===== config.mk =====
export PLATFORM = sky130hd
export DESIGN_NAME = ahb_mem_bist_master
export DESIGN_NICKNAME = d
export VERILOG_FILES = /design/src/rtl/ahb_mem_bist_master.sv
export SDC_FILE = /design/constraint.sdc
export NUM_CORES = 1
export LEC_CHECK = 0
export ABC_AREA = 0
export CAP_MARGIN = 20
export CORE_MARGIN = 2
export CORE_UTILIZATION = 52
export DETAILED_ROUTE_END_ITERATION = 6
export PLACE_DENSITY = 0.82
export REMOVE_ABC_BUFFERS = 1
export SETUP_SLACK_MARGIN = 0.02
export SYNTH_ARGS = -nofsm -noshare
export SYNTH_HDL_FRONTEND = slang
export SYNTH_SLANG_ARGS = --single-unit

===== constraint.sdc =====
create_clock -name clk -period 4 [get_ports clk]
set_input_delay 0.6 -clock clk [delete_from_list [all_inputs] [get_ports clk]]
set_output_delay 0.6 -clock clk [all_outputs]
set_load 0.05 [all_outputs]

===== src/rtl/ahb_mem_bist_master.sv =====
// AHB-lite BIST master: fills or checks the SRAM slave with seed ^ byte-address,
// using pipelined SINGLE/INCR4/INCR8/INCR16 transfers.
module ahb_mem_bist_master #(
  parameter int mem_depth = 1024,
  parameter int mem_abit  = 10
) (
  input  logic                clk,
  input  logic                rst,
  input  logic                start,
  input  logic                wr_mode,
  input  logic [mem_abit+1:0] base_addr,
  input  logic [mem_abit:0]   word_num,
  input  logic [1:0]          burst_sel,
  input  logic [31:0]         seed,
  output logic                busy,
  output logic                done,
  output logic                cfg_err,
  output logic                resp_err,
  output logic [15:0]         err_cnt,
  output logic [mem_abit+1:0] err_addr,
  output logic                hsel,
  output logic [mem_abit+1:0] haddr,
  output logic [2:0]          hburst,
  output logic [1:0]          htrans,
  output logic [2:0]          hsize,
  output logic [3:0]          hprot,
  output logic                hwrite,
  output logic [31:0]         hwdata,
  output logic                hready,
  input  logic                hreadyout,
  input  logic [31:0]         hrdata,
  input  logic [1:0]          hresp
);
  localparam int AW = mem_abit + 2;
  localparam logic [1:0] T_IDLE   = 2'b00;
  localparam logic [1:0] T_NONSEQ = 2'b10;
  localparam logic [1:0] T_SEQ    = 2'b11;
  localparam logic [mem_abit:0] ONE_W = 1;

  typedef enum logic [2:0] {S_IDLE, S_ADDR, S_BEAT, S_LAST, S_ERR} state_t;

  state_t            state;
  logic [1:0]        htrans_q;
  logic [31:0]       seed_q;
  logic [1:0]        bsel_q;
  logic [mem_abit:0] addr_left;   // addresses still to issue after the current one
  logic [4:0]        beat_left;   // beats left in the current burst after the current one
  logic              dp_valid;
  logic [AW-1:0]     dp_addr;

  logic              err_cyc1, cmp_hit, cmd_bad;
  logic [AW-1:0]     nxt_addr, cmd_end;
  logic [4:0]        first_len, next_len;

  // Burst length for a burst starting at word offset 'off' within its 1 KB page.
  function automatic logic [4:0] burst_beats(input logic [7:0] off,
                                             input logic [mem_abit:0] left,
                                             input logic [1:0] sel);
    logic [4:0] b;
    logic [8:0] end_off;
    case (sel)
      2'd1:    b = 5'd4;
      2'd2:    b = 5'd8;
      2'd3:    b = 5'd16;
      default: b = 5'd1;
    endcase
    end_off = {1'b0, off} + {4'b0, b};
    if (b != 5'd1 && left >= (mem_abit+1)'(b) && end_off <= 9'd256) return b;
    return 5'd1;
  endfunction

  function automatic logic [2:0] burst_code(input logic [4:0] b);
    case (b)
      5'd4:    return 3'b011;
      5'd8:    return 3'b101;
      5'd16:   return 3'b111;
      default: return 3'b000;
    endcase
  endfunction

  // First ERROR cycle cancels the pending address combinationally.
  assign err_cyc1  = dp_valid && (hresp == 2'b01) && !hreadyout;
  assign htrans    = err_cyc1 ? T_IDLE : htrans_q;
  assign hsel      = htrans[1];
  assign hready    = hreadyout;
  assign hsize     = 3'b010;
  assign hprot     = 4'b0011;

  assign nxt_addr  = haddr + AW'(4);
  assign cmd_end   = AW'(base_addr[AW-1:2]) + AW'(word_num);
  assign cmd_bad   = (word_num == '0) || (base_addr[1:0] != 2'b00) || (cmd_end > AW'(mem_depth));
  assign first_len = burst_beats(base_addr[9:2], word_num, burst_sel);
  assign next_len  = burst_beats(nxt_addr[9:2], addr_left, bsel_q);
  assign cmp_hit   = dp_valid && hreadyout && !hwrite && (hrdata != (seed_q ^ 32'(dp_addr)));

  always_ff @(posedge clk) begin
    if (rst) begin
      state     <= S_IDLE;
      htrans_q  <= T_IDLE;
      haddr     <= '0;
      hburst    <= '0;
      hwrite    <= 1'b0;
      hwdata    <= '0;
      busy      <= 1'b0;
      done      <= 1'b0;
      cfg_err   <= 1'b0;
      resp_err  <= 1'b0;
      err_cnt   <= '0;
      err_addr  <= '0;
      seed_q    <= '0;
      bsel_q    <= '0;
      addr_left <= '0;
      beat_left <= '0;
      dp_valid  <= 1'b0;
      dp_addr   <= '0;
    end else begin
      done <= 1'b0;
      if (cmp_hit) begin
        if (err_cnt != '1) err_cnt <= err_cnt + 16'd1;
        if (err_cnt == '0) err_addr <= dp_addr;
      end
      case (state)
        S_IDLE: if (start) begin
          if (cmd_bad) begin
            cfg_err <= 1'b1;
            done    <= 1'b1;
          end else begin
            cfg_err   <= 1'b0;
            resp_err  <= 1'b0;
            err_cnt   <= '0;
            err_addr  <= '0;
            seed_q    <= seed;
            bsel_q    <= burst_sel;
            hwrite    <= wr_mode;
            busy      <= 1'b1;
            haddr     <= base_addr;
            htrans_q  <= T_NONSEQ;
            hburst    <= burst_code(first_len);
            beat_left <= first_len - 5'd1;
            addr_left <= word_num - ONE_W;
            state     <= S_ADDR;
          end
        end
        S_ADDR, S_BEAT: if (err_cyc1) begin
          htrans_q <= T_IDLE;
          dp_valid <= 1'b0;
          state    <= S_ERR;
        end else if (hreadyout) begin
          dp_valid <= 1'b1;
          dp_addr  <= haddr;
          if (hwrite) hwdata <= seed_q ^ 32'(haddr);
          if (addr_left == '0) begin
            htrans_q <= T_IDLE;
            state    <= S_LAST;
          end else begin
            haddr     <= nxt_addr;
            addr_left <= addr_left - ONE_W;
            state     <= S_BEAT;
            if (beat_left != '0) begin
              htrans_q  <= T_SEQ;
              beat_left <= beat_left - 5'd1;
            end else begin
              htrans_q  <= T_NONSEQ;
              hburst    <= burst_code(next_len);
              beat_left <= next_len - 5'd1;
            end
          end
        end
        S_LAST: if (err_cyc1) begin
          dp_valid <= 1'b0;
          state    <= S_ERR;
        end else if (hreadyout) begin
          dp_valid <= 1'b0;
          busy     <= 1'b0;
          done     <= 1'b1;
          state    <= S_IDLE;
        end
        S_ERR: begin
          resp_err <= 1'b1;
          done     <= 1'b1;
          busy     <= 1'b0;
          state    <= S_IDLE;
        end
        default: state <= S_IDLE;
      endcase
    end
  end
endmodule


# Word-level counts from Yosys, hierarchy flattened
# Index checks and enable logic that the tools add are counted.
[totals]
register_bits = 148
input_bits = 96
out_inout_bits = 91
[op_classes]
addsub = 10
magnitude_cmp = 5
n_eq_ne = 31
n_mux = 79
n_bitwise = 4
n_reduce_logical = 35
[ops]
columns = ["cell", "n"]
rows = [
  ["$mux 12", 10],
  ["$mux 16", 5],
  ["$xor 32x12->32", 2],
  ["$mux 11", 5],
  ["$mux 5", 10],
  ["$mux 3", 12],
  ["$ne 32x32->1", 1],
  ["$pmux 5 s3", 2],
  ["$pmux 3 s3", 3],
  ["$pmux 12 s2", 1],
  ["$ge 11x5->1", 2],
  ["$logic_not 11->1", 2],
  ["$pmux 11 s2", 1],
  ["$sub 11x1->11 const B", 2],
  ["$add 8x5->9", 2],
  ["$le 9x9->1 const B", 2],
  ["$mux 1", 17],
  ["$add 16x1->16 const B", 1],
  ["$logic_not 16->1", 1],
  ["$ne 16x16->1 const B", 1],
  ["$ne 2x2->1 const B", 8],
  ["$sub 5x1->5 const B", 3],
  ["$add 10x11->12", 1],
  ["$add 12x3->12 const B", 1],
  ["32 further kinds", 69],
]

# Logic depth before layout (Yosys ltp)
# Gate-level depths: netlist of run 1.
[depth]
ltp_word = 14
ltp_mapped = 15
ltp_nobuf = 14

# Worst setup path before layout of run 1
# Ideal clock, no wire load.
[synth_timing]
path_type = "input to register"
start = "input port base_addr[2]"
end = "register cfg_err"
arrival_ns = 3.578
required_ns = 3.883
path_slack_ns = 0.305
stages = 14
path_cell_list = "ha_1 > inv_1 > fa_1 > nor2b_1 > o311ai_0 > or4_1 > or4_1 > buf_2 > a211o_1 > buf_2 > nand2_1 > buf_2 > buf_2 > nor2_1"
[synth_between]
elab_chain_cells = 4
[synth_lines]
columns = ["element", "line_no", "source"]
rows = [
  ["start, declared", "11", "input logic [mem_abit+1:0] base_addr,"],
  ["$add 10x11->12", "90", "assign cmd_end = AW'(base_addr[AW-1:2]) + AW'(word_num);"],
  ["$gt 12x11->1", "91", "assign cmd_bad = (word_num == '0) || (base_addr[1:0] != 2'b00) || (cmd_end > AW'(mem_depth));"],
  ["$logic_or 1x1->1", "91", ""],
  ["$mux 1", "124", "if (cmd_bad) begin"],
  ["end signal, assigned", "106", "cfg_err <= 1'b0;"],
  ["end signal, assigned", "125", "cfg_err <= 1'b1;"],
  ["end signal, assigned", "128", "cfg_err <= 1'b0;"],
  ["end, declared", "17", "output logic cfg_err,"],
]
# Every way passes these cells.
# A chain may end at the register's enable or synchronous reset.

# Worst setup path after layout of run 1
[layout_timing]
start = "input port word_num[0]"
end = "register hwrite"
[layout_between]
elab_chain_cells = 5
word_cells_on_any_way = 7
[layout_lines]
columns = ["element", "line_no", "source"]
rows = [
  ["start, declared", "12", "input logic [mem_abit:0] word_num,"],
  ["$add 10x11->12 or $logic_not 11->1 (tied branches)", "90, 91", ""],
  ["$gt 12x11->1 or $logic_or 1x1->1 (tied branches)", "91", ""],
  ["$logic_or 1x1->1 *", "91", ""],
  ["$not 1->1 (no source line) *", "--", ""],
  ["$reduce_and 3->1 (no source line) *", "--", ""],
  ["end signal, assigned", "134", "hwrite <= wr_mode;"],
  ["end, declared", "27", "output logic hwrite,"],
]
# Mark *: on every way between the ends. The rest lies on a longest branch, timed or not.

==> out/metrics.cfg, run 1 <==
[global_route]
grt_pass1_vias=8271
grt_overflow=0
grt_pass1_wl_um=42600
track_usage_pct=29.9
antenna_found_initial=0
grt_max_degree=58

[synthesis]
ys_types=69
synth_largest_area_cell=dfxtp_1
synth_area_mm2=0.00856
seq_area_frac_synth_pct=34.6
netlist_instances=1062
netlist.area_leader.share_pct=34.6
ys_seq_elements=148
async_flop_share_pct=0
yosys_most_used_dff=dfxtp_1
avgSynthCellArea_um2=8.06
synth_edf_count=0
synthTopCellsByArea=dfxtp_1 (35%), mux2i_1 (6.3%), nor2_1 (6.1%)
ys.warnings.count=0

[critical_path]
crit_start=word_num[0]
cp-start-kind=input pin
reg2reg_slack_ns=0.53
r2r_start=haddr[2]
path_cells=clkdlybuf4s50_1, ha_1, inv_1, fa_2, nor2b_2, o21ai_1, xnor2_1, or4_4, or4_4, a211oi_4, buf_6, buf_12, mux2i_2, nor2_1
path_buf_inv=4
worst_setup_path_end_kind=register
critical_path_arrival_ns=4.15
crit_path_top_delay_cell=or4_4
required_ns=4.29
crit_family=simple AND/OR/NAND/NOR gates
r2r_end=beat_left[4]
crit_type=in -> reg
crit_fanout=9
cp_common_cell=or4_4
reg2reg_depth=13
slowest_delay_ns=0.53

[power]
p_leak_nw=4.31
max-vdd-ir-drop_uv=338
power_mw=3.68
p_per_area_mw_per_mm2=318

[place]
place_congestion=0.897
place_ws_ns=-0.492
placed_area_mm2=0.0110
dp_cells=1466
place_hpwl_um=19500
io_buffers=179

[hold_path]
min_from=hwdata[31]
whs_endpoint=hwdata[31]
hold_depth=2
hold_class=reg -> reg

[sta]
setup_slack_ns=0.143
clock.fmax_mhz=259
worstMarginPinSlew_ns=0.746
hold_viol=0
setup_viol=0
period_needed_ns=3.86
finClkSkew_ns=0.00788
slew_violations=0
max-slew-margin-rel_pct=50.1
fin_crit_sh_pct=96.4
rsz0062_at_grt=false

[clock_tree]
htreeDepth=4
clkSinkCount=148
cts_made_buffers=17
clk_pin_slew_worst_paths_ns=0.06
tritoncts=done
cts_root_buffer=clkbuf_16
max-clock-path-buffers=2
clkLatencyLatePin_ns=0.42

[drt]
ant_nets=0
vias=8773
drt-vias-per-instance=5.85
first_iter_violations=717
wl_per_cell_um=17.6
route.final.wire_length_um=26300
drt-pass1-iter-count=5
post-route-drc-count=0

[die]
die_x_um=132
design.portCount=187
num_rows=46
die-area_mm2=0.0175
start_util_pct=53.5
core_mm2=0.0160
die_y_um=132

[final_layout]
fin_nets=1400
layout_common_cells=clkdlybuf4s50_1 (178), dfxtp_1 (148), nor2_1 (138)
final_layout_size_suffix_gt1_share_pct=10.1
final_common_cell=clkdlybuf4s50_1
fill_cells=1233
area_delta_synth_final_pct=35.0
fin_cells=1499
antenna_cells=0
stdcell_area_mm2=0.0116

[run]
max-cap-violations=0

[run_status]
status=finished, final reports clean

final cells by class:
| cell class | instances | area, um^2 | area share, % |
|---|---|---|---|
| clock inverters | 10 | 73.8 | 0.639 |
| flip-flops and latches | 148 | 2960 | 25.6 |
| multi-input cells | 806 | 5170 | 44.8 |
| inverters | 41 | 154 | 1.33 |
| clock buffers | 22 | 474 | 4.10 |
| well taps | 216 | 270 | 2.34 |
| repair buffers | 256 | 2450 | 21.2 |
worst max-delay path by stage:
| stage | endpoint | depth (start not counted) |
|---|---|---|
| after floorplan | hburst[0] | 10 |
| after global placement | seed_q[8] | 13 |
| after detailed placement | seed_q[7] | 13 |
| after CTS | seed_q[7] | 13 |
| after global routing | seed_q[17] | 14 |
| final | hwrite | 14 |
per-layer routing:
layer / share of wire, % / up-vias / global-route usage (%)
met5: 0 / - / 0
met4: 2.8 / 0 / 10.2
met3: 7.0 / 69 / 6.42
met2: 47 / 405 / 49.2
met1: 43 / 4116 / 39.0
li1: - / 4183 / -
cells by family (layout without fill, tap and decap cells):
family	count (synthesis)	count (layout)	synth area share, %
other cells	2	7	0.0877
compound gates	229	229	17.8
flops	148	148	34.6
simple gates	405	405	21.7
buf+inv	113	329	5.52
xor+xnor	74	74	8.54
mux	57	57	6.71
fa+ha+maj	34	34	5.06
synth_stat cells, types with 5 or more instances:
master     number
a2111oi_0       7
a211o_1         6
a211oi_1       21
a21boi_0        5
a21o_1          6
a21oi_1        74
a31oi_1        13
a32oi_1         5
and3_1          9
buf_2          11
buf_4           9
clkbuf_1       50
dfxtp_1       148
ha_1           33
inv_1          40
mux2i_1        54
nand2_1       112
nand2b_1        5
nand3_1        28
nand4_1        12
nor2_1        138
nor2b_1         7
nor3_1         44
nor4_1          9
o211ai_1       10
o21ai_0        30
o32ai_1         6
or2_2           5
or3_1          12
or4_1           7
xnor2_1        59
xnor3_1         6
xor2_1          9
worst reg2reg max path: stages (launching register included):
cell and delay [ns]:
dfxtp_1 0.53, ha_1 0.26, nand3_1 0.15, xnor2_1 0.27, ha_1 0.28, a21boi_0 0.14
or2_2 0.30, a31oi_1 0.33, a21oi_1 0.08, o21ai_0 0.26, ha_1 0.24, inv_1 0.06
o31a_1 0.29, o32ai_1 0.19
metrics by stage:
stage          TNS, ns  hold slack (ns)  util, %
2_1_floorplan   -48.46            0.432        -
3_3_place_gp    -32.71            0.442     68.5
3_5_place_dp    -35.91            0.446     68.5
4_1_cts              0            0.454     72.0
5_1_grt              0            0.476     72.3
6_report             0            0.452     72.3
what timing repair did:
action / 4_1_cts / 5_1_grt
hold buffers: 0 / 0
buffers inserted: 0 / 0
resized for setup: 1 / 10
pin swaps: 1 / 3
gates cloned: 0 / 1
setup endpoints to repair: 32 / 70
flip-flops by register name, indices dropped and copies added, names as in the netlist, 2 cells and up:
signal     count
addr_left     11
seed_q        32
hwdata        32
htrans_q       2
err_addr      12
state          3
dp_addr       12
haddr         12
err_cnt       16
hburst         3
bsel_q         2
beat_left      5
report_power, final:
group          total [mW]  switching, mW  internal, mW
logic               0.682          0.365         0.317
registers            1.53         0.0310          1.50
clock network        1.47          0.626         0.844
total                3.68           1.02          2.66
No activity file was read; power rests on OpenSTA's default activity.
==> run 2: changes to the inputs <==
clock period = 4.3 ns   (was 4 ns; I/O delays follow)
==> run 2 against run 1 <==
  * Cell count fell by 1.9%
  * Sequential power down 7%
  * Setup slack improved by 0.11 ns
  * Clock power barely moved
  * Global-route usage decreased by 0.30 points
  * Die area unchanged
  * Critical path depth decreased by 2
  * Routed wire length down 1.2%
  * Critical path type unchanged
  * Largest power group is now clock
==> out/metrics.cfg, run 2 (synthesized netlist as in run 1, its figures left out) <==
[sta]
period_needed_ns=4.05
hold_ws_ns=0.451
slew_violations=0
hold_viol=0
finClkSkew_ns=0.00782
max-slew-margin-rel_pct=49.1
fin_tns_setup_ns=0
setup_viol=0
setup_slack_ns=0.252
clock.fmax_mhz=247
fin_crit_sh_pct=94.1
worstMarginPinSlew_ns=0.762
rsz0062_at_grt=false

[power]
max-vdd-ir-drop_uv=323
p_per_area_mw_per_mm2=310
power_mw=3.52
p_leak_nw=4.18

[final_layout]
final_common_cell=clkdlybuf4s50_1
area_delta_synth_final_pct=32.6
stdcell_area_mm2=0.0113
fin_nets=1373
final_layout_size_suffix_gt1_share_pct=7.66
fin_cells=1470
antenna_cells=0
final_util_pct=70.9
reg_top3=hwdata x32, seed_q x32, err_cnt x16
layout_common_cells=clkdlybuf4s50_1 (178), dfxtp_1 (148), nor2_1 (138)

[die]
design.portCount=187
core_mm2=0.0160
die-area_mm2=0.0175
die_x_um=132
die_y_um=132
start_util_pct=53.5
num_rows=46

[place]
io_buffers=179
placed_area_mm2=0.0108
place_ws_ns=-0.198
dp_cells=1440
place_congestion=0.924
place_hpwl_um=19100

[drt]
route.final.wire_length_um=26000
ant_nets=0
first_iter_violations=604
vias=8601
drt-vias-per-instance=5.85
wl_per_cell_um=17.7
drt-pass1-iter-count=5
post-route-drc-count=0

[clock_tree]
post_cts_resized=0
cts_root_buffer=clkbuf_16
tritoncts=done
cts_setup_buffers=0
clk_pin_slew_worst_paths_ns=0.06
ctsHoldBuffers=0
max-clock-path-buffers=2
clkSinkCount=148
cts_made_buffers=17
htreeDepth=4
clkLatencyLatePin_ns=0.42

[critical_path]
crit_type=in -> reg
cp-start-kind=input pin
required_ns=4.62
crit_fanout=6
worst_setup_path_end_kind=register
critical_path_arrival_ns=4.36

[global_route]
grt_pass1_vias=8250
grt_pass1_wl_um=42300
track_usage_pct=29.6
antenna_found_initial=1
grt_max_degree=70
grt_overflow=0

[run]
max-cap-violations=0

[run_status]
status=finished, final reports clean

[hold_path]
hold_class=reg -> reg

==> run 2: final cells by class <==
cell class	instances	area, um^2
Multi-Input combinational cell	806	5150
Fill cell	1260	4650
Sequential cell	148	2960
Timing Repair Buffer	229	2230
Clock buffer	17	425
Tap cell	216	270
Clock inverter	13	161
Inverter	41	154
==> run 2: power by group <==
part / leakage [nW] / internal, mW / switching [mW]
clock network: 0.277 / 0.905 / 0.589
registers: 1.19 / 1.39 / 0.0290
logic: 2.71 / 0.270 / 0.330
==> run 2: critical path: stages <==
cell	delay, ns
clkdlybuf4s50_1	0.54
ha_1	0.19
inv_1	0.06
fa_1	0.46
nor2b_1	0.13
o311ai_0	0.13
or4_1	0.55
or4_4	0.60
buf_4	0.18
a2111oi_0	0.60
o21ai_0	0.16
o311ai_0	0.12
==> run 2: final timing paths <==
| check | startpoint | endpoint | slack, ns | depth (start not counted) |
|---|---|---|---|---|
| setup / recovery | base_addr[2] | addr_left[3] | 0.25 | 12 |
| hold / removal | hwdata[24] | hwdata[24] | 0.45 | 2 |
| setup reg to reg | haddr[3] | beat_left[4] | 0.58 | 13 |
| hold reg to reg | hwdata[24] | hwdata[24] | 0.45 | 2 |
==> run 2: layer usage <==
metal | track usage [%] | routed length, um | up-vias
met4 | 9.26 | 607 | 2
met5 | 0 | 13 | -
met3 | 5.69 | 2040 | 49
li1 | - | - | 4135
met1 | 38.4 | 11100 | 4032
met2 | 49.8 | 12300 | 383
==> run 3: changes to the inputs <==
PLACE_DENSITY = 0.92   (was 0.82)
==> run 3 against run 2 <==
  * Clock power barely moved
  * Cell count decreased by 0.34%
  * Sequential share of layout area increased by 0.084 points
  * Setup slack worse by 0.013 ns
  * Clock skew grew 0.0025 ns
  * Sequential power barely moved
  * Highest routed layer is now met4
  * Largest power group unchanged
==> out/metrics.cfg, run 3 (synthesized netlist as in run 1, its figures left out) <==
[run_status]
status=finished, final reports clean

[global_route]
grt_overflow=0
track_usage_pct=30.3
antenna_found_initial=0
grt_max_degree=82
grt_pass1_wl_um=43100
grt_pass1_vias=8614

[die]
start_util_pct=53.5
die_x_um=132
die_y_um=132
num_rows=46
design.portCount=187
core_mm2=0.0160
die-area_mm2=0.0175

[critical_path]
r2r_start=haddr[3]
cp-start-kind=input pin
crit_start=word_num[0]
path_buf_inv=4
reg2reg_depth=13
critical_path_arrival_ns=4.35
r2r_end=beat_left[4]
worst_setup_path_end_kind=register
cp_common_cell=buf_12
path_cells=clkdlybuf4s50_1, ha_1, inv_1, fa_1, nor2b_1, o311ai_0, or4_1, or4_4, a211oi_4, buf_12, buf_12, mux2i_1, nor2_1
slowest_delay_ns=0.60
cp.depth=13
crit_path_top_delay_cell=or4_4
crit_fanout=17
crit_type=in -> reg
required_ns=4.59
crit_family=simple AND/OR/NAND/NOR gates
reg2reg_slack_ns=0.76
cp-endpoint=seed_q[2]

[sta]
slew_violations=0
hold_viol=0
setup_viol=0
period_needed_ns=4.06
max-slew-margin-rel_pct=43.5
finClkSkew_ns=0.0104
fin_crit_sh_pct=94.4
worstMarginPinSlew_ns=0.848
clock.fmax_mhz=246
rsz0062_at_grt=false

[power]
max-vdd-ir-drop_uv=307
p_seq_share_pct=40.8
switchingPower_mw=1.01
internal_power_mw=2.47
comb_power_share_pct=17.3
p_leak_nw=4.16
p_sw_share_pct=29.1
p_clk_share_pct=41.9
power_mw=3.49
p_per_area_mw_per_mm2=308

[clock_tree]
max-clock-path-buffers=2
ctsHoldBuffers=0
clkLatencyLatePin_ns=0.43
clkSinkCount=148
post_cts_resized=0
cts_root_buffer=clkbuf_16
cts_made_buffers=17
cts_setup_buffers=0
clk_pin_slew_worst_paths_ns=0.07
htreeDepth=4
tritoncts=done

[drt]
met2_length_um=12600
wl_per_cell_um=18.1
drt-vias-per-instance=6.05
dr_wl_met3_um=2010
route.final.wire_length_um=26600
first_iter_violations=906
drt-met1-wl_um=10500
drt-pass1-iter-count=5
top_layer_used=met4
post-route-drc-count=0
ant_nets=0
vias=8857

[run]
max-cap-violations=0

[final_layout]
area_delta_synth_final_pct=32.1
final_common_cell=clkdlybuf4s50_1
final_util_pct=70.7
reg_top3=hwdata x32, seed_q x32, err_cnt x16
antenna_cells=0
layout_common_cells=clkdlybuf4s50_1 (178), dfxtp_1 (148), nor2_1 (138)
final_layout_size_suffix_gt1_share_pct=7.29
fin_nets=1366

[place]
place_congestion=0.987
place_hpwl_um=19000
io_buffers=179

[hold_path]
hold_class=reg -> reg

[run 3: cell types whose count changed in the layout (fill, tap and decap cells not counted)]
cell	previous run	this run
clkinv_4	2	6
clkinvlp_4	4	3
buf_4	46	37
bufinv_16	3	1
a2111oi_1	0	2
inv_8	0	2
inv_6	1	2
a2111oi_0	7	5
clkinv_2	3	1
buf_12	5	7
[run 3: final cells by class]
class,instances,area [um^2]
Clock buffer,17,425
Clock inverter,15,150
Fill cell,1128,4690
Inverter,41,154
Multi-Input combinational cell,806,5150
Sequential cell,148,2960
Tap cell,216,270
Timing Repair Buffer,222,2200
[run 3: how the worst min path moves through the flow]
stage	startpoint	end	slack (ns)	cells past startpoint
3_3_place_gp	hwdata[23]	hwdata[23]	0.44	2
2_1_floorplan	htrans_q[1]	htrans_q[1]	0.43	2
6_report	hwdata[13]	hwdata[13]	0.46	2
4_1_cts	hwdata[13]	hwdata[13]	0.46	2
5_1_grt	hwdata[14]	hwdata[14]	0.49	2
3_5_place_dp	hwdata[27]	hwdata[27]	0.45	2
[run 3: power groups by stage]
| stage | registers [mW] | clock network (mW) | logic [mW] |
|---|---|---|---|
| global placement | 1.45 | 0 | 0.568 |
| detailed placement | 1.45 | 0 | 0.584 |
| CTS | 1.42 | 1.47 | 0.590 |
| floorplan | 1.47 | 0 | 0.304 |
| global route | 1.42 | 1.52 | 0.648 |
| finish | 1.42 | 1.46 | 0.602 |
[run 3: worst min-delay path: cells and delay by family (launching register included)]
kind / cells / cell delay, ns
compound gates: 1 / 0.05
flops: 1 / 0.31
simple gates: 1 / 0.05
[run 3: metrics by stage]
| step | cell area [um^2] | std cells | TNS (ns) | hold slack, ns | worst slack (ns) |
|---|---|---|---|---|---|
| 2_1_floorplan | 8260 | 995 | -34.18 | 0.432 | -0.913 |
| 3_3_place_gp | 10700 | 1433 | -0.996 | 0.443 | -0.0556 |
| 3_5_place_dp | 10700 | 1433 | -9.24 | 0.449 | -0.243 |
| 4_1_cts | 11300 | 1465 | 0 | 0.460 | 0.208 |
| 5_1_grt | 11300 | 1465 | 0 | 0.486 | 0.0641 |
| 6_report | 11300 | 1465 | 0 | 0.458 | 0.239 |
[run 3: routing by layer]
metal	track usage, %	vias up
li1	-	4113
met1	36.7	4173
met2	49.9	463
met3	6.19	108
met4	18.3	0
met5	0	-
